--- src/rtl/mem_stage.sv ---
// MEM stage of the 5-stage MIPS pipeline: waits on data-SRAM responses, extracts load data, feeds WB.
// Build option: define MS_UNALIGNED_LOAD_EN to enable lwl/lwr merge data and strobes.
module mem_stage #(
  parameter int ES_TO_MS_WD = 87,
  parameter int MS_TO_WS_WD = 79
) (
  input  logic                   clk,
  input  logic                   reset,
  input  logic                   es_to_ms_valid,
  input  logic [ES_TO_MS_WD-1:0] es_to_ms_bus,
  output logic                   ms_allowin,
  input  logic                   ws_allowin,
  output logic                   ms_to_ws_valid,
  output logic [MS_TO_WS_WD-1:0] ms_to_ws_bus,
  input  logic                   data_sram_data_ok,
  input  logic [31:0]            data_sram_rdata,
  input  logic                   ws_ex,
  input  logic                   eret_flush,
  output logic                   ms_ex_o,
  output logic                   ms_fwd_valid,
  output logic [4:0]             ms_fwd_dest,
  output logic [31:0]            ms_fwd_data,
  output logic                   ms_inst_mfc0_o
);

  typedef struct packed {
    logic        mem_req;
    logic        ex;
    logic        bd;
    logic        eret;
    logic        syscall;
    logic        mfc0;
    logic        mtc0;
    logic [6:0]  ld_op;     // {lwr,lwl,lhu,lh,lbu,lb,lw}
    logic [3:0]  gr_strb;
    logic [4:0]  dest;
    logic [31:0] alu_res;
    logic [31:0] pc;
  } es_bus_t;

  typedef struct packed {
    logic        ex;
    logic        bd;
    logic        eret;
    logic        syscall;
    logic        mfc0;
    logic        mtc0;
    logic [3:0]  gr_strb;
    logic [4:0]  dest;
    logic [31:0] final_result;
    logic [31:0] pc;
  } ws_bus_t;

  es_bus_t     es_in;
  es_bus_t     bus_q;
  ws_bus_t     ws_out;
  logic        ms_valid_q;
  logic        rbuf_valid_q;
  logic [31:0] rbuf_q;
  logic [1:0]  cancel_cnt_q, cancel_cnt_d;

  logic        flush;
  logic        data_ok_live;
  logic        ms_ready_go;
  logic        handoff;
  logic        rbuf_load;

  assign es_in = es_bus_t'(es_to_ms_bus);
  assign flush = ws_ex | eret_flush;

  // A beat only belongs to the current instruction once every cancelled request has drained.
  assign data_ok_live   = data_sram_data_ok & (cancel_cnt_q == 2'd0);
  assign ms_ready_go    = !bus_q.mem_req | rbuf_valid_q | data_ok_live;
  assign ms_allowin     = !ms_valid_q | (ms_ready_go & ws_allowin);
  assign ms_to_ws_valid = ms_valid_q & ms_ready_go & !flush;
  assign handoff        = ms_to_ws_valid & ws_allowin;
  assign rbuf_load      = ms_valid_q & bus_q.mem_req & !rbuf_valid_q & data_ok_live & !ws_allowin;

  // Load data extraction
  logic [31:0] ld_src;
  logic [1:0]  lo;
  logic [7:0]  ld_byte;
  logic [15:0] ld_half;
  logic        is_ld;
  logic [31:0] final_result;
  logic [3:0]  final_strb;

  assign ld_src  = rbuf_valid_q ? rbuf_q : data_sram_rdata;
  assign lo      = bus_q.alu_res[1:0];
  assign ld_byte = ld_src[{lo, 3'b000} +: 8];
  assign ld_half = ld_src[{lo[1], 4'b0000} +: 16];
  assign is_ld   = |bus_q.ld_op[4:0];

  always_comb begin
    final_result = bus_q.alu_res;
    final_strb   = bus_q.gr_strb;
    if (is_ld) begin
      final_strb = (|bus_q.gr_strb) ? 4'b1111 : 4'b0000;
      if (bus_q.ld_op[1])      final_result = {{24{ld_byte[7]}}, ld_byte};
      else if (bus_q.ld_op[2]) final_result = {24'd0, ld_byte};
      else if (bus_q.ld_op[3]) final_result = {{16{ld_half[15]}}, ld_half};
      else if (bus_q.ld_op[4]) final_result = {16'd0, ld_half};
      else                     final_result = ld_src;
    end
`ifdef MS_UNALIGNED_LOAD_EN
    else if (bus_q.ld_op[5]) begin
      // lwl: 8*(3-lo) == {~lo,3'b000}
      final_result = ld_src << {~lo, 3'b000};
      final_strb   = 4'b1111 << ~lo;
    end else if (bus_q.ld_op[6]) begin
      final_result = ld_src >> {lo, 3'b000};
      final_strb   = 4'b1111 >> lo;
    end
`else
    else if (|bus_q.ld_op[6:5]) begin
      final_result = ld_src;
      final_strb   = 4'b0000;
    end
`endif
  end

  always_comb begin
    ws_out.ex           = bus_q.ex;
    ws_out.bd           = bus_q.bd;
    ws_out.eret         = bus_q.eret;
    ws_out.syscall      = bus_q.syscall;
    ws_out.mfc0         = bus_q.mfc0;
    ws_out.mtc0         = bus_q.mtc0;
    ws_out.gr_strb      = final_strb;
    ws_out.dest         = bus_q.dest;
    ws_out.final_result = final_result;
    ws_out.pc           = bus_q.pc;
  end

  assign ms_to_ws_bus   = ws_out;
  assign ms_ex_o        = ms_valid_q & bus_q.ex;
  assign ms_fwd_valid   = ms_valid_q & (|final_strb) & ms_ready_go;
  assign ms_fwd_dest    = ms_valid_q ? bus_q.dest : 5'd0;
  assign ms_fwd_data    = final_result;
  assign ms_inst_mfc0_o = ms_valid_q & bus_q.mfc0;

  // Outstanding requests orphaned by a flush; their beats must be swallowed in order.
  logic       cancel_ms;
  logic       cancel_es;
  logic       cancel_dec;
  logic [2:0] cancel_sum;

  assign cancel_ms  = flush & ms_valid_q & bus_q.mem_req & !rbuf_valid_q & !data_sram_data_ok;
  assign cancel_es  = flush & es_to_ms_valid & es_in.mem_req;
  assign cancel_dec = data_sram_data_ok & (cancel_cnt_q != 2'd0);

  always_comb begin
    cancel_sum   = {1'b0, cancel_cnt_q} + {2'b00, cancel_ms} + {2'b00, cancel_es}
                 - {2'b00, cancel_dec};
    cancel_cnt_d = (cancel_sum > 3'd3) ? 2'd3 : cancel_sum[1:0];
  end

  always_ff @(posedge clk) begin
    if (reset) begin
      ms_valid_q   <= 1'b0;
      rbuf_valid_q <= 1'b0;
      rbuf_q       <= 32'd0;
      cancel_cnt_q <= 2'd0;
      bus_q        <= '0;
    end else begin
      cancel_cnt_q <= cancel_cnt_d;

      if (flush)           ms_valid_q <= 1'b0;
      else if (ms_allowin) ms_valid_q <= es_to_ms_valid;

      if (ms_allowin && es_to_ms_valid) bus_q <= es_in;

      if (flush) begin
        rbuf_valid_q <= 1'b0;
      end else if (rbuf_load) begin
        rbuf_valid_q <= 1'b1;
        rbuf_q       <= data_sram_rdata;
      end else if (handoff) begin
        rbuf_valid_q <= 1'b0;
      end
    end
  end

endmodule

--- config.mk ---
export PLATFORM = sky130hd
export DESIGN_NAME = mem_stage
export DESIGN_NICKNAME = d
export VERILOG_FILES = /design/src/rtl/mem_stage.sv
export SDC_FILE = /design/constraint.sdc
export NUM_CORES = 1
export LEC_CHECK = 0
export CAP_MARGIN = 20
export CELL_PAD_IN_SITES_DETAIL_PLACEMENT = 0
export CELL_PAD_IN_SITES_GLOBAL_PLACEMENT = 1
export CORE_ASPECT_RATIO = 1.4
export CORE_MARGIN = 5
export CORE_UTILIZATION = 31
export DETAILED_ROUTE_END_ITERATION = 7
export MAX_ROUTING_LAYER = met4
export PLACE_DENSITY = 0.81
export SKIP_LAST_GASP = 1
export SLEW_MARGIN = 20
export SYNTH_ARGS = -nofsm -noshare
export SYNTH_HDL_FRONTEND = slang
export SYNTH_SLANG_ARGS = --single-unit
--- constraint.sdc ---
create_clock -name clk -period 2.95 [get_ports clk]
set_input_delay 0.885 -clock clk [delete_from_list [all_inputs] [get_ports clk]]
set_output_delay 0.885 -clock clk [all_outputs]
set_load 0.05 [all_outputs]
==> results of run 1 <==
[cell usage in the layout, fill, tap and decap left out, types with 10 or more instances in the layout]
master,Yosys,layout
sky130_fd_sc_hd__nor3_1,13,13
sky130_fd_sc_hd__mux2i_1,142,126
sky130_fd_sc_hd__buf_4,86,110
sky130_fd_sc_hd__nand2_1,94,93
sky130_fd_sc_hd__nand2b_1,176,175
sky130_fd_sc_hd__buf_12,0,86
sky130_fd_sc_hd__a22oi_2,0,16
sky130_fd_sc_hd__clkbuf_16,0,17
sky130_fd_sc_hd__nor2_1,35,33
sky130_fd_sc_hd__clkdlybuf4s50_1,0,134
sky130_fd_sc_hd__o21ai_0,31,29
sky130_fd_sc_hd__buf_6,6,10
sky130_fd_sc_hd__a21oi_2,10,11
sky130_fd_sc_hd__dfxtp_1,123,119
sky130_fd_sc_hd__dlygate4sd2_1,0,26
sky130_fd_sc_hd__a21oi_1,64,55
[report_power, final]
part	internal (mW)	switching [mW]
sequential	1.75	0.0709
clock	1.44	0.750
combinational	1.50	1.71
total	4.69	2.53
[registers in the layout (all words and copies together), names as in the netlist]
| signal | count |
|---|---|
| bus_q | 44 |
| cancel_cnt_q | 2 |
| ms_to_ws_bus | 43 |
| ms_valid_q | 1 |
| rbuf_q | 32 |
| rbuf_valid_q | 1 |
[path summary, 6_finish.rpt]
check                      start                to  slack, ns  depth (start not counted)
min                    rbuf_q[2]         rbuf_q[2]       0.45                          2
max reg2reg      cancel_cnt_q[0]   cancel_cnt_q[0]       0.97                          7
min reg2reg            rbuf_q[2]         rbuf_q[2]       0.45                          2
max          data_sram_rdata[31]  ms_to_ws_bus[44]      -0.33                          9
[per-stage QoR]
| stage | setup TNS (ns) | utilization [%] |
|---|---|---|
| after CTS | -17.05 | 51.1 |
| after global placement | -38.45 | 46.6 |
| final | -16.68 | 51.4 |
| after global routing | -20.39 | 51.4 |
| after detailed placement | -39.80 | 46.6 |
| after floorplan | -21.84 | - |
[repair_timing]
| action | CTS | global route |
|---|---|---|
| gates cloned | 4 | 0 |
| setup buffers | 29 | 4 |
| resized for setup | 98 | 16 |
| pin swaps | 33 | 5 |
| setup endpoints to repair | 71 | 69 |
[worst max-delay path, delay by kind of cell]
kind | cells | cell delay [ns]
AOI/OAI and AO/OA | 1 | 0.07
buffers and inverters | 5 | 0.64
muxes | 1 | 0.52
and+or+nand+nor | 2 | 0.27
[cells by family (layout without fill, tap and decap cells)]
group / Yosys count / count (layout) / share of synthesized area (%)
flops: 123 / 123 / 31.5
buf+inv: 147 / 412 / 12.4
simple gates: 339 / 339 / 23.3
compound gates: 137 / 137 / 10.6
fa+ha+maj: 2 / 2 / 0.512
mux: 158 / 158 / 21.6
xor+xnor: 1 / 1 / 0.112
other cells: 0 / 6 / 0
[metal layers]
metal	vias up	share of wire, %	track usage [%]
met1	3300	37	19.9
met2	224	52	32.0
met4	0	4.1	8.64
li1	3519	-	-
met3	50	6.6	5.73
met5	-	0	-
[final cells by class]
cell class,instances,area (um2),share of cell area (%)
well taps,315,394,3.10
multi-input cells,637,4790,37.6
repair buffers,379,4440,34.9
clock buffers,25,505,3.97
flip-flops and latches,123,2470,19.4
inverters,1,3.75,0.0295
clock inverters,7,110,0.865
diodes,6,15.0,0.118
==> run summary, run 1 <==
STATUS
------------------------------------------------------------------------------------------
Result of the run ........................................................... finished with violations
Violated checks ............................................................. setup timing

PLACEMENT
------------------------------------------------------------------------------------------
Post-placement setup slack ..................................................    -0.742 ns
Number of placed instances, taps included ...................................         1421
Final weighted congestion in routability-driven placement ...................        0.818
Instance area after placement ...............................................    11500 um2
Count of buffers inserted at the top-level ports ............................          246
Detailed Place HPWL .........................................................     19300 um

SETUP PATH
------------------------------------------------------------------------------------------
Arrival time at the worst endpoint ..........................................      2.40 ns
Worst-path maximum fanout ...................................................            7
Category of the worst setup path capture point ..............................  output port
Max stage delay on crit path ................................................      0.52 ns
Critical path class .........................................................       in2out
Critical Path Most Common Cell .............................................. sky130_fd_sc_hd__buf_12
Critical-path cell list ..................................................... buf_6, mux4_2, nand2b_4, nand4_4, buf_12, buf_12, buf_12, a21oi_4, buf_12
Highest-delay cell along the critical path .................................. sky130_fd_sc_hd__mux4_2
Element type at the critical path start .....................................    input pin
Data required time at the worst endpoint ....................................      2.07 ns

FLOORPLAN
------------------------------------------------------------------------------------------
Initial core utilization ....................................................        31.6%
Die boundary height .........................................................       198 um
Row count ...................................................................           68
Core area ...................................................................    24800 um2
Floorplan die area ..........................................................    28500 um2
Die Wd ......................................................................       144 um
Top-level I/O count .........................................................          247

TIMING
------------------------------------------------------------------------------------------
Final hold slack ............................................................     0.454 ns
Pin slew with the least headroom to its limit ...............................     0.787 ns
Ratio of final minimum period to clock period ...............................         111%
Min Clock Period, post-route ................................................      3.28 ns
Final number of max-transition violations ...................................            0
Setup repair after global routing missed its margin .........................          yes
Peak clock frequency supported by timing ....................................      304 MHz
Count of final hold-check violations ........................................            0
Max Clock Skew ..............................................................   0.00520 ns
Setup-violating endpoint count in the final report ..........................           66
Minimum setup slack in the final design .....................................    -0.335 ns
Relative max-transition margin ..............................................        47.5%

LOGIC SYNTHESIS
------------------------------------------------------------------------------------------
Top FF cell, synth .......................................................... sky130_fd_sc_hd__dfxtp_1
Synthesis Warnings ..........................................................            0
Synthesized area per cell ...................................................     8.62 um2
Total of flip-flops plus latches after synthesis ............................          123
Top-count cell post-synth ................................................... sky130_fd_sc_hd__nand2b_1
Ranking of synthesized cells by area ........................................ sky130_fd_sc_hd__dfxtp_1 (32%), sky130_fd_sc_hd__mux2i_1 (18%), sky130_fd_sc_hd__nand2b_1 (14%), sky130_fd_sc_hd__buf_4 (8.3%), sky130_fd_sc_hd__nand2_1 (4.5%)
Cell accounting for the most synthesized area ............................... sky130_fd_sc_hd__dfxtp_1
Top post-synthesis cells by count ........................................... sky130_fd_sc_hd__nand2b_1 (176), sky130_fd_sc_hd__mux2i_1 (142), sky130_fd_sc_hd__dfxtp_1 (123)
Gate count after technology mapping .........................................          907
Number of unique standard cell types used by synthesis ......................           40
Count of flip-flops with a built-in enable after synthesis ..................            0
Fraction of synthesized cell area taken by the top area cell type ...........        31.5%
Share of synthesized registers carrying an async set or reset ...............           0%
Synthesized Nets ............................................................         1035
Register area share after synthesis .........................................        31.5%
Post-synth design cell area .................................................     7820 um2

CTS
------------------------------------------------------------------------------------------
Clock edge transition at the registers on the reported setup and hold paths .      0.05 ns
CTS tree ....................................................................          yes
Number of buffers created by CTS ............................................           17
Insertion delay of the later-clocked pin in the worst-skew pair .............      0.42 ns
H-tree Lvls .................................................................            4
Clk Tree Root Cell .......................................................... sky130_fd_sc_hd__clkbuf_16
Bufs on Longest Clock Path ..................................................            2
Number of hold-repair buffers added at the cts stage ........................            0
Sink count of the clock tree ................................................          123

ROUTE
------------------------------------------------------------------------------------------
Detailed Routing Iterations Pass 1 ..........................................            7
Detailed-route vias per instance ............................................         4.75
1st-iter DRT viols ..........................................................          465
Final antenna-violating net count ...........................................            0
Total detailed-routing wirelength ...........................................     26100 um
Post-DR wirelength/cell .....................................................      17.5 um
# DRC .......................................................................            0
Routed vias .................................................................         7093

GLOBAL ROUTE
------------------------------------------------------------------------------------------
Wire length of the first global-routing pass ................................     40400 um
Initial antenna violation count .............................................            5
Sum of overflow across all layers after global routing ......................            0
Total GRT Usage .............................................................        18.8%
Maximum number of pins on one net before global-route repair ................           94
Number of global-route vias before repair ...................................         7408

FINAL LAYOUT
------------------------------------------------------------------------------------------
Number of fill cells in the layout ..........................................         2240
Cell area after layout ......................................................    12700 um2
Final instance count without filler cells ...................................         1493
Ratio of cells with drive above 1 in the final layout .......................        28.6%
Final Net Count .............................................................         1287
Area growth syn-to-layout ...................................................        62.9%

POWER AND IR DROP
------------------------------------------------------------------------------------------
Maximum vdd ir drop .........................................................     0.398 mV
Power density cells .........................................................   567 nW/um2
Static power due to leakage .................................................      5.12 nW
Tot Pwr .....................................................................      7.21 mW

WORST HOLD PATH
------------------------------------------------------------------------------------------
Worst hold path class .......................................................      reg2reg

RUN
------------------------------------------------------------------------------------------
Max-cap check violation count ...............................................            0

Power figures use the tool's default switching activity.
==> run 2: changes to the inputs <==
==> config.mk (replaced) <==
export PLATFORM = sky130hd
export DESIGN_NAME = mem_stage
export DESIGN_NICKNAME = d
export VERILOG_FILES = /design/src/rtl/mem_stage.sv
export SDC_FILE = /design/constraint.sdc
export NUM_CORES = 1
export LEC_CHECK = 0
export CAP_MARGIN = 20
export CORE_ASPECT_RATIO = 1.4
export CORE_MARGIN = 5
export CORE_UTILIZATION = 43
export DETAILED_ROUTE_END_ITERATION = 7
export MAX_ROUTING_LAYER = met4
export PLACE_DENSITY = 0.82
export SKIP_LAST_GASP = 1
export SLEW_MARGIN = 40
export SYNTH_ARGS = -nofsm -noshare
export SYNTH_HDL_FRONTEND = slang
export SYNTH_SLANG_ARGS = --single-unit
==> run summary, run 2 (synthesized netlist as in run 1, its figures left out) <==
CTS
------------------------------------------------------------------------------------------
Clock edge transition at the registers on the reported setup and hold paths .      0.06 ns   about the same
H-tree Lvls .................................................................            4   unchanged
Number of hold-repair buffers added at the cts stage ........................            0   unchanged
Sink count of the clock tree ................................................          123   unchanged
Insertion delay of the later-clocked pin in the worst-skew pair .............      0.43 ns   about the same
Clk Tree Root Cell .......................................................... sky130_fd_sc_hd__clkbuf_16
CTS tree ....................................................................          yes
Bufs on Longest Clock Path ..................................................            2   unchanged
Number of buffers created by CTS ............................................           17   unchanged

PLACEMENT
------------------------------------------------------------------------------------------
Number of placed instances, taps included ...................................         1327   -6.6%
Instance area after placement ...............................................    11300 um2   -2.4%
Final weighted congestion in routability-driven placement ...................        0.899   +9.9%
Detailed Place HPWL .........................................................     18300 um   -5.0%
Count of buffers inserted at the top-level ports ............................          246   unchanged

TIMING
------------------------------------------------------------------------------------------
Ratio of final minimum period to clock period ...............................         113%   +1.3 points
Setup-violating endpoint count in the final report ..........................           69   +4.5%
Minimum setup slack in the final design .....................................    -0.373 ns   -0.0377 ns
Peak clock frequency supported by timing ....................................      301 MHz   -1.1%
Pin slew with the least headroom to its limit ...............................      1.31 ns   +0.527 ns
Max Clock Skew ..............................................................    0.0149 ns   +0.00970 ns
Final number of max-transition violations ...................................            0   unchanged
Min Clock Period, post-route ................................................      3.32 ns   +0.0377 ns
Relative max-transition margin ..............................................        11.6%   -36 points
Count of final hold-check violations ........................................            0   unchanged
Setup repair after global routing missed its margin .........................          yes

FLOORPLAN
------------------------------------------------------------------------------------------
Top-level I/O count .........................................................          247   unchanged
Die boundary height .........................................................       170 um   -14%
Initial core utilization ....................................................        43.6%   +12 points
Row count ...................................................................           58   -15%
Floorplan die area ..........................................................    21000 um2   -26%
Core area ...................................................................    17900 um2   -28%
Die Wd ......................................................................       124 um   -14%

GLOBAL ROUTE
------------------------------------------------------------------------------------------
Sum of overflow across all layers after global routing ......................            0   unchanged
Total GRT Usage .............................................................        27.0%   +8.2 points
Initial antenna violation count .............................................            5   unchanged
Wire length of the first global-routing pass ................................     42400 um   +4.9%
GRT met3 Usage ..............................................................        8.00%   +2.3 points
Maximum number of pins on one net before global-route repair ................           78   -17%
Layer carrying the most global-route usage ..................................         met2
Met1 usage in global routing ................................................        26.7%   +6.8 points
Number of global-route vias before repair ...................................         7807   +5.4%
M2 GR Usage .................................................................        45.9%   +14 points

ROUTE
------------------------------------------------------------------------------------------
Post-DR wirelength/cell .....................................................      21.0 um   +20%
Detailed Routing Iterations Pass 1 ..........................................            6   -1
Routed vias .................................................................         7664   +8.1%
1st-iter DRT viols ..........................................................          712   +53%
Detailed-route vias per instance ............................................         5.45   +15%
# DRC .......................................................................            0   unchanged
Final antenna-violating net count ...........................................            0   unchanged
Total detailed-routing wirelength ...........................................     29500 um   +13%

FINAL LAYOUT
------------------------------------------------------------------------------------------
Final instance count without filler cells ...................................         1405   -5.9%
Number of fill cells in the layout ..........................................         1155   -48%
Register ranked first by flip-flop count ....................................        bus_q
Final Net Count .............................................................         1274   -1.0%
Ratio of cells with drive above 1 in the final layout .......................        31.1%   +2.5 points
Area growth syn-to-layout ...................................................        64.4%
Most frequent cells in the layout ........................................... sky130_fd_sc_hd__nand2b_1 (175), sky130_fd_sc_hd__clkdlybuf4s50_1 (134), sky130_fd_sc_hd__mux2i_1 (122)
Max FFs per register ........................................................           44   unchanged
Most common library cell in the layout ignoring fill and taps ............... sky130_fd_sc_hd__nand2b_1
Cell area after layout ......................................................    12800 um2   +0.89%

SETUP PATH
------------------------------------------------------------------------------------------
Critical Path Most Common Cell .............................................. sky130_fd_sc_hd__buf_6
Highest-delay cell along the critical path .................................. sky130_fd_sc_hd__mux4_2
Critical path class .........................................................       in2out
Element type at the critical path start .....................................    input pin
Category of the worst setup path capture point ..............................  output port
Worst-path maximum fanout ...................................................            8   +1
Arrival time at the worst endpoint ..........................................      2.44 ns   +0.04 ns
Critical-path cell list ..................................................... buf_6, mux4_2, buf_6, and3_4, nor2_2, a22oi_2, buf_12
Data required time at the worst endpoint ....................................      2.07 ns   about the same
Max stage delay on crit path ................................................      0.53 ns   about the same

RUN
------------------------------------------------------------------------------------------
Max-cap check violation count ...............................................            0   unchanged

POWER AND IR DROP
------------------------------------------------------------------------------------------
Clock power share ...........................................................        29.3%   -1.0 points
Switching Share .............................................................        36.7%   +1.7 points
Tot Pwr .....................................................................      7.47 mW   +3.5%
Static power due to leakage .................................................      5.10 nW   -0.28%
Maximum vdd ir drop .........................................................     0.312 mV   -22%
Sw power ....................................................................      2.74 mW   +8.4%
Internal ....................................................................      4.73 mW   +0.88%
Relative contribution of sequential cells to total power ....................        24.5%   -0.8 points
Power density cells .........................................................   581 nW/um2   +2.6%
Combinational Power Share ...................................................        46.2%   +1.8 points

WORST HOLD PATH
------------------------------------------------------------------------------------------
Worst hold path class .......................................................      reg2reg

STATUS
------------------------------------------------------------------------------------------
Result of the run ........................................................... finished with violations
Violated checks ............................................................. setup timing

-- run 2: cell count changes in the layout (fill, tap and decap cells not counted), moves of 5 or more --
| cell | change |
|---|---|
| sky130_fd_sc_hd__a21oi_1 | -11 |
| sky130_fd_sc_hd__a21oi_4 | +10 |
| sky130_fd_sc_hd__buf_4 | -26 |
| sky130_fd_sc_hd__buf_6 | +7 |
| sky130_fd_sc_hd__mux2_2 | +5 |
| sky130_fd_sc_hd__mux2_4 | -5 |
| sky130_fd_sc_hd__mux2i_2 | +6 |
| sky130_fd_sc_hd__nor2_1 | -14 |
| sky130_fd_sc_hd__nor2_2 | +6 |
| sky130_fd_sc_hd__nor2_4 | +8 |
-- run 2: final cells by class --
type	count	area [um2]	area share, %
tap	240	300	2.34
multi-input combinational	638	5010	39.0
clock inverter	13	168	1.31
timing repair buffer	365	4440	34.5
antenna	6	15.0	0.117
clock buffer	19	443	3.45
inverter	1	3.75	0.0292
sequential	123	2470	19.2
-- run 2: timing repair --
item                                   in CTS  in global routing
gates resized for setup                   117                 55
endpoints found under the hold margin       0                  0
setup endpoints to repair                  71                 69
buffers inserted                           28                  9
pin swaps                                  40                 28
cloned                                      8                  1
-- run 2: path summary, 6_finish.rpt --
path | startpoint | to | slack [ns] | cells after the start
worst max register to register | rbuf_valid_q | bus_q[45] | 0.82 | 7
worst min register to register | rbuf_q[2] | rbuf_q[2] | 0.46 | 2
worst min-delay path | rbuf_q[2] | rbuf_q[2] | 0.46 | 2
worst max-delay path | data_sram_rdata[31] | ms_to_ws_bus[62] | -0.37 | 7
-- run 2: layer usage --
layer,part of all wire (%),wire [um]
met1,33,9800
met2,51,15100
met3,8.2,2410
met4,7.3,2140
met5,0,0
-- run 2: critical path, delay by kind of cell --
family / cells / cell delay (ns)
AOI/OAI and AO/OA: 1 / 0.16
buffers and inverters: 3 / 0.45
and+or+nand+nor: 2 / 0.40
muxes: 1 / 0.53
-- run 2: through the flow --
step                TNS, ns  utilization (%)  hold WS (ns)  setup slack (ns)
global placement     -36.27             62.9         0.438            -0.657
global route         -21.13             71.7         0.488            -0.385
CTS                  -16.34             70.3         0.455            -0.290
finish               -18.72             71.7         0.456            -0.373
detailed placement   -38.28             62.9         0.446            -0.691
floorplan            -21.84                -         0.432             -1.00
-- run 2: power by group through the flow --
stage	sequential [mW]	clock, mW	combinational [mW]
floorplan	1.84	0	1.87
global placement	1.85	0	3.04
detailed placement	1.86	0	3.08
CTS	1.83	2.20	3.33
global route	1.84	2.28	3.58
finish	1.83	2.19	3.45
==> run 3: changes to the inputs <==
--- a/config.mk
+++ b/config.mk
@@ -8,12 +8,11 @@
 export CAP_MARGIN = 20
 export CORE_ASPECT_RATIO = 1.4
 export CORE_MARGIN = 5
-export CORE_UTILIZATION = 43
+export CORE_UTILIZATION = 51
 export DETAILED_ROUTE_END_ITERATION = 7
 export MAX_ROUTING_LAYER = met4
-export PLACE_DENSITY = 0.82
+export PLACE_DENSITY = 0.91
 export SKIP_LAST_GASP = 1
-export SLEW_MARGIN = 40
 export SYNTH_ARGS = -nofsm -noshare
 export SYNTH_HDL_FRONTEND = slang
 export SYNTH_SLANG_ARGS = --single-unit
==> constraint.sdc (replaced) <==
create_clock -name clk -period 4.2 [get_ports clk]
set_input_delay 1.26 -clock clk [delete_from_list [all_inputs] [get_ports clk]]
set_output_delay 1.26 -clock clk [all_outputs]
set_load 0.05 [all_outputs]
==> run summary, run 3 (synthesized netlist as in run 1, its figures left out) <==
FLOORPLAN
------------------------------------------------------------------------------------------
Die Wd ......................................................................       115 um   -7.5%
Top-level I/O count .........................................................          247   unchanged
Core area ...................................................................    15100 um2   -16%
Row count ...................................................................           53   -8.6%
Floorplan die area ..........................................................    17900 um2   -15%
Initial core utilization ....................................................        51.9%   +8.3 points
Die boundary height .........................................................       156 um   -7.7%

ROUTE
------------------------------------------------------------------------------------------
Metal1 wirelength ...........................................................      9720 um   -0.86%
Detailed-route vias per instance ............................................         5.68   +4.1%
Length of routed met2 wiring ................................................     13200 um   -13%
Detailed Routing Iterations Pass 1 ..........................................            6   unchanged
1st-iter DRT viols ..........................................................          712   unchanged
Detail Route met3 WL ........................................................      1980 um   -18%
Total detailed-routing wirelength ...........................................     26300 um   -11%
Final antenna-violating net count ...........................................            0   unchanged
# DRC .......................................................................            0   unchanged
Routed vias .................................................................         7261   -5.3%
Post-DR wirelength/cell .....................................................      20.5 um   -2.1%
Uppermost metal layer occupied by signal nets ...............................         met4

TIMING
------------------------------------------------------------------------------------------
Relative max-transition margin ..............................................        48.3%   +37 points
Ratio of final minimum period to clock period ...............................         101%
Min Clock Period, post-route ................................................      4.23 ns
Setup-violating endpoint count in the final report ..........................           26   -62%
Setup repair after global routing missed its margin .........................          yes
Pin slew with the least headroom to its limit ...............................     0.776 ns   -0.538 ns
Minimum setup slack in the final design .....................................   -0.0342 ns   +0.338 ns
Peak clock frequency supported by timing ....................................      236 MHz
Final number of max-transition violations ...................................            0   unchanged
Max Clock Skew ..............................................................   0.00735 ns   -0.00754 ns
Final hold slack ............................................................     0.452 ns   -0.00490 ns
Count of final hold-check violations ........................................            0   unchanged

SETUP PATH
------------------------------------------------------------------------------------------
Category of the worst setup path capture point ..............................  output port
Critical-path cell list ..................................................... buf_2, mux4_2, nand2b_4, buf_6, nand4_4, bufbuf_16, a22oi_2, buf_12
Cell class contributing the biggest share of worst-path delay ............... buffers and inverters
Critical path class .........................................................       in2out
Element type at the critical path start .....................................    input pin
Levels on crit path .........................................................            8   +1
Data required time at the worst endpoint ....................................      2.94 ns   +0.87 ns
Worst-path maximum fanout ...................................................            9   +1
FF-to-FF path depth .........................................................            6   -1
Highest-delay cell along the critical path .................................. sky130_fd_sc_hd__mux4_2
Arrival time at the worst endpoint ..........................................      2.97 ns   +0.53 ns
WP buf/inv ..................................................................            4   +1
Max stage delay on crit path ................................................      0.54 ns   about the same

CTS
------------------------------------------------------------------------------------------
Clk Tree Root Cell .......................................................... sky130_fd_sc_hd__clkbuf_16
CTS tree ....................................................................          yes
Sink count of the clock tree ................................................          123   unchanged
Bufs on Longest Clock Path ..................................................            2   unchanged
Number of hold-repair buffers added at the cts stage ........................            0   unchanged
Number of buffers created by CTS ............................................           17   unchanged
Insertion delay of the later-clocked pin in the worst-skew pair .............      0.41 ns   -0.02 ns
Clock edge transition at the registers on the reported setup and hold paths .      0.06 ns   about the same
H-tree Lvls .................................................................            4   unchanged

FINAL LAYOUT
------------------------------------------------------------------------------------------
Final Core Density ..........................................................        77.3%   +5.7 points
Most common library cell in the layout ignoring fill and taps ............... sky130_fd_sc_hd__nand2b_1
Number of fill cells in the layout ..........................................          933   -19%
Most frequent cells in the layout ........................................... sky130_fd_sc_hd__nand2b_1 (175), sky130_fd_sc_hd__clkdlybuf4s50_1 (154), sky130_fd_sc_hd__mux2i_1 (128)
Register ranked first by flip-flop count ....................................        bus_q
Ratio of cells with drive above 1 in the final layout .......................        21.1%   -10 points
Max FFs per register ........................................................           44   unchanged
Area growth syn-to-layout ...................................................        48.9%
Reg area ....................................................................     2460 um2   -0.35%
Multi-input combinational cell area .........................................     4650 um2   -7.0%
Final instance count without filler cells ...................................         1279   -9.0%
Final Net Count .............................................................         1198   -6.0%

POWER AND IR DROP
------------------------------------------------------------------------------------------
Power density cells .........................................................   431 nW/um2   -26%
Switching Share .............................................................        36.0%   -0.72 points
Combinational Power Share ...................................................        42.4%   -3.8 points
Maximum vdd ir drop .........................................................     0.273 mV   -12%
Tot Pwr .....................................................................      5.02 mW   -33%
Clock power share ...........................................................        32.0%   +2.7 points
Sw power ....................................................................      1.80 mW   -34%
Static power due to leakage .................................................      4.66 nW   -8.7%
Relative contribution of sequential cells to total power ....................        25.7%   +1.2 points
Internal ....................................................................      3.21 mW   -32%

PLACEMENT
------------------------------------------------------------------------------------------
Number of placed instances, taps included ...................................         1237   -6.8%
Post-placement setup slack ..................................................    -0.373 ns   +0.319 ns
Detailed Place HPWL .........................................................     18000 um   -1.5%
Count of buffers inserted at the top-level ports ............................          246   unchanged
Final weighted congestion in routability-driven placement ...................        0.905   +0.70%

GLOBAL ROUTE
------------------------------------------------------------------------------------------
Initial antenna violation count .............................................            4   -1
Wire length of the first global-routing pass ................................     40000 um   -5.7%
Total GRT Usage .............................................................        29.4%   +2.4 points
Sum of overflow across all layers after global routing ......................            0   unchanged
Number of global-route vias before repair ...................................         7510   -3.8%
Maximum number of pins on one net before global-route repair ................           85   +9.0%

WORST HOLD PATH
------------------------------------------------------------------------------------------
Hold Path Depth .............................................................            2   unchanged
Worst hold path class .......................................................      reg2reg

STATUS
------------------------------------------------------------------------------------------
Result of the run ........................................................... finished with violations
Violated checks ............................................................. setup timing

RUN
------------------------------------------------------------------------------------------
Max-cap check violation count ...............................................            0   unchanged

[run 3: changes by cell type in the layout (fill, tap and decap cells not counted), moves of 7 or more]
cell / previous run / this run
sky130_fd_sc_hd__dlymetal6s2s_1: 0 / 16
sky130_fd_sc_hd__dlygate4sd2_1: 22 / 2
sky130_fd_sc_hd__clkdlybuf4s50_1: 134 / 154
sky130_fd_sc_hd__buf_4: 84 / 38
sky130_fd_sc_hd__nor2_1: 19 / 34
sky130_fd_sc_hd__buf_12: 88 / 74
sky130_fd_sc_hd__a21oi_4: 18 / 1
sky130_fd_sc_hd__nor2_4: 9 / 0
sky130_fd_sc_hd__a21oi_1: 44 / 57
sky130_fd_sc_hd__buf_6: 17 / 1
sky130_fd_sc_hd__mux2i_2: 14 / 7
[run 3: final timing paths]
kind | slack [ns] | to | start
min reg2reg | 0.45 | rbuf_q[3] | rbuf_q[3]
max reg2reg | 1.70 | bus_q[32] | rbuf_valid_q
max | -0.03 | ms_fwd_data[17] | data_sram_rdata[31]
min | 0.45 | rbuf_q[3] | rbuf_q[3]
[run 3: power groups by stage]
| stage | clock [mW] | sequential (mW) | combinational, mW |
|---|---|---|---|
| 2_1_floorplan | 0 | 1.29 | 1.25 |
| 3_3_place_gp | 0 | 1.31 | 2.06 |
| 3_5_place_dp | 0 | 1.31 | 2.08 |
| 4_1_cts | 1.61 | 1.29 | 2.12 |
| 5_1_grt | 1.67 | 1.30 | 2.20 |
| 6_report | 1.60 | 1.29 | 2.12 |
[run 3: per-layer routing]
metal	vias to the layer above	track usage, %
met5	-	-
met2	428	48.3
met4	0	15.7
li1	3326	-
met1	3413	33.5
met3	94	5.69
[run 3: worst register-to-register path: stages (launching register included)]
cell and delay, ns:
sky130_fd_sc_hd__dfxtp_2 0.59, sky130_fd_sc_hd__buf_4 0.28, sky130_fd_sc_hd__nand2b_1 0.17, sky130_fd_sc_hd__o21ai_2 0.11
sky130_fd_sc_hd__a21boi_4 0.49, sky130_fd_sc_hd__buf_12 0.32, sky130_fd_sc_hd__mux2i_1 0.42
[run 3: layout make-up]
class | instances | share of cell area [%]
well taps | 192 | 2.06
inverters | 1 | 0.0322
diodes | 4 | 0.0860
clock inverters | 13 | 1.62
multi-input cells | 637 | 40.0
clock buffers | 19 | 3.89
flip-flops and latches | 123 | 21.2
repair buffers | 290 | 31.2
[run 3: what timing repair did]
| item | CTS | global route |
|---|---|---|
| cloned | 2 | 0 |
| resized for setup | 18 | 28 |
| pin swaps | 5 | 8 |
| endpoints found under the setup margin | 50 | 44 |
| buffers inserted | 5 | 0 |
[run 3: metrics by stage]
step | TNS (ns) | instance area, um2
after floorplan | -3.33 | 7970
after global placement | -10.88 | 10700
after detailed placement | -11.91 | 10700
after CTS | 0 | 11500
after global routing | -1.02 | 11600
final | -0.527 | 11600
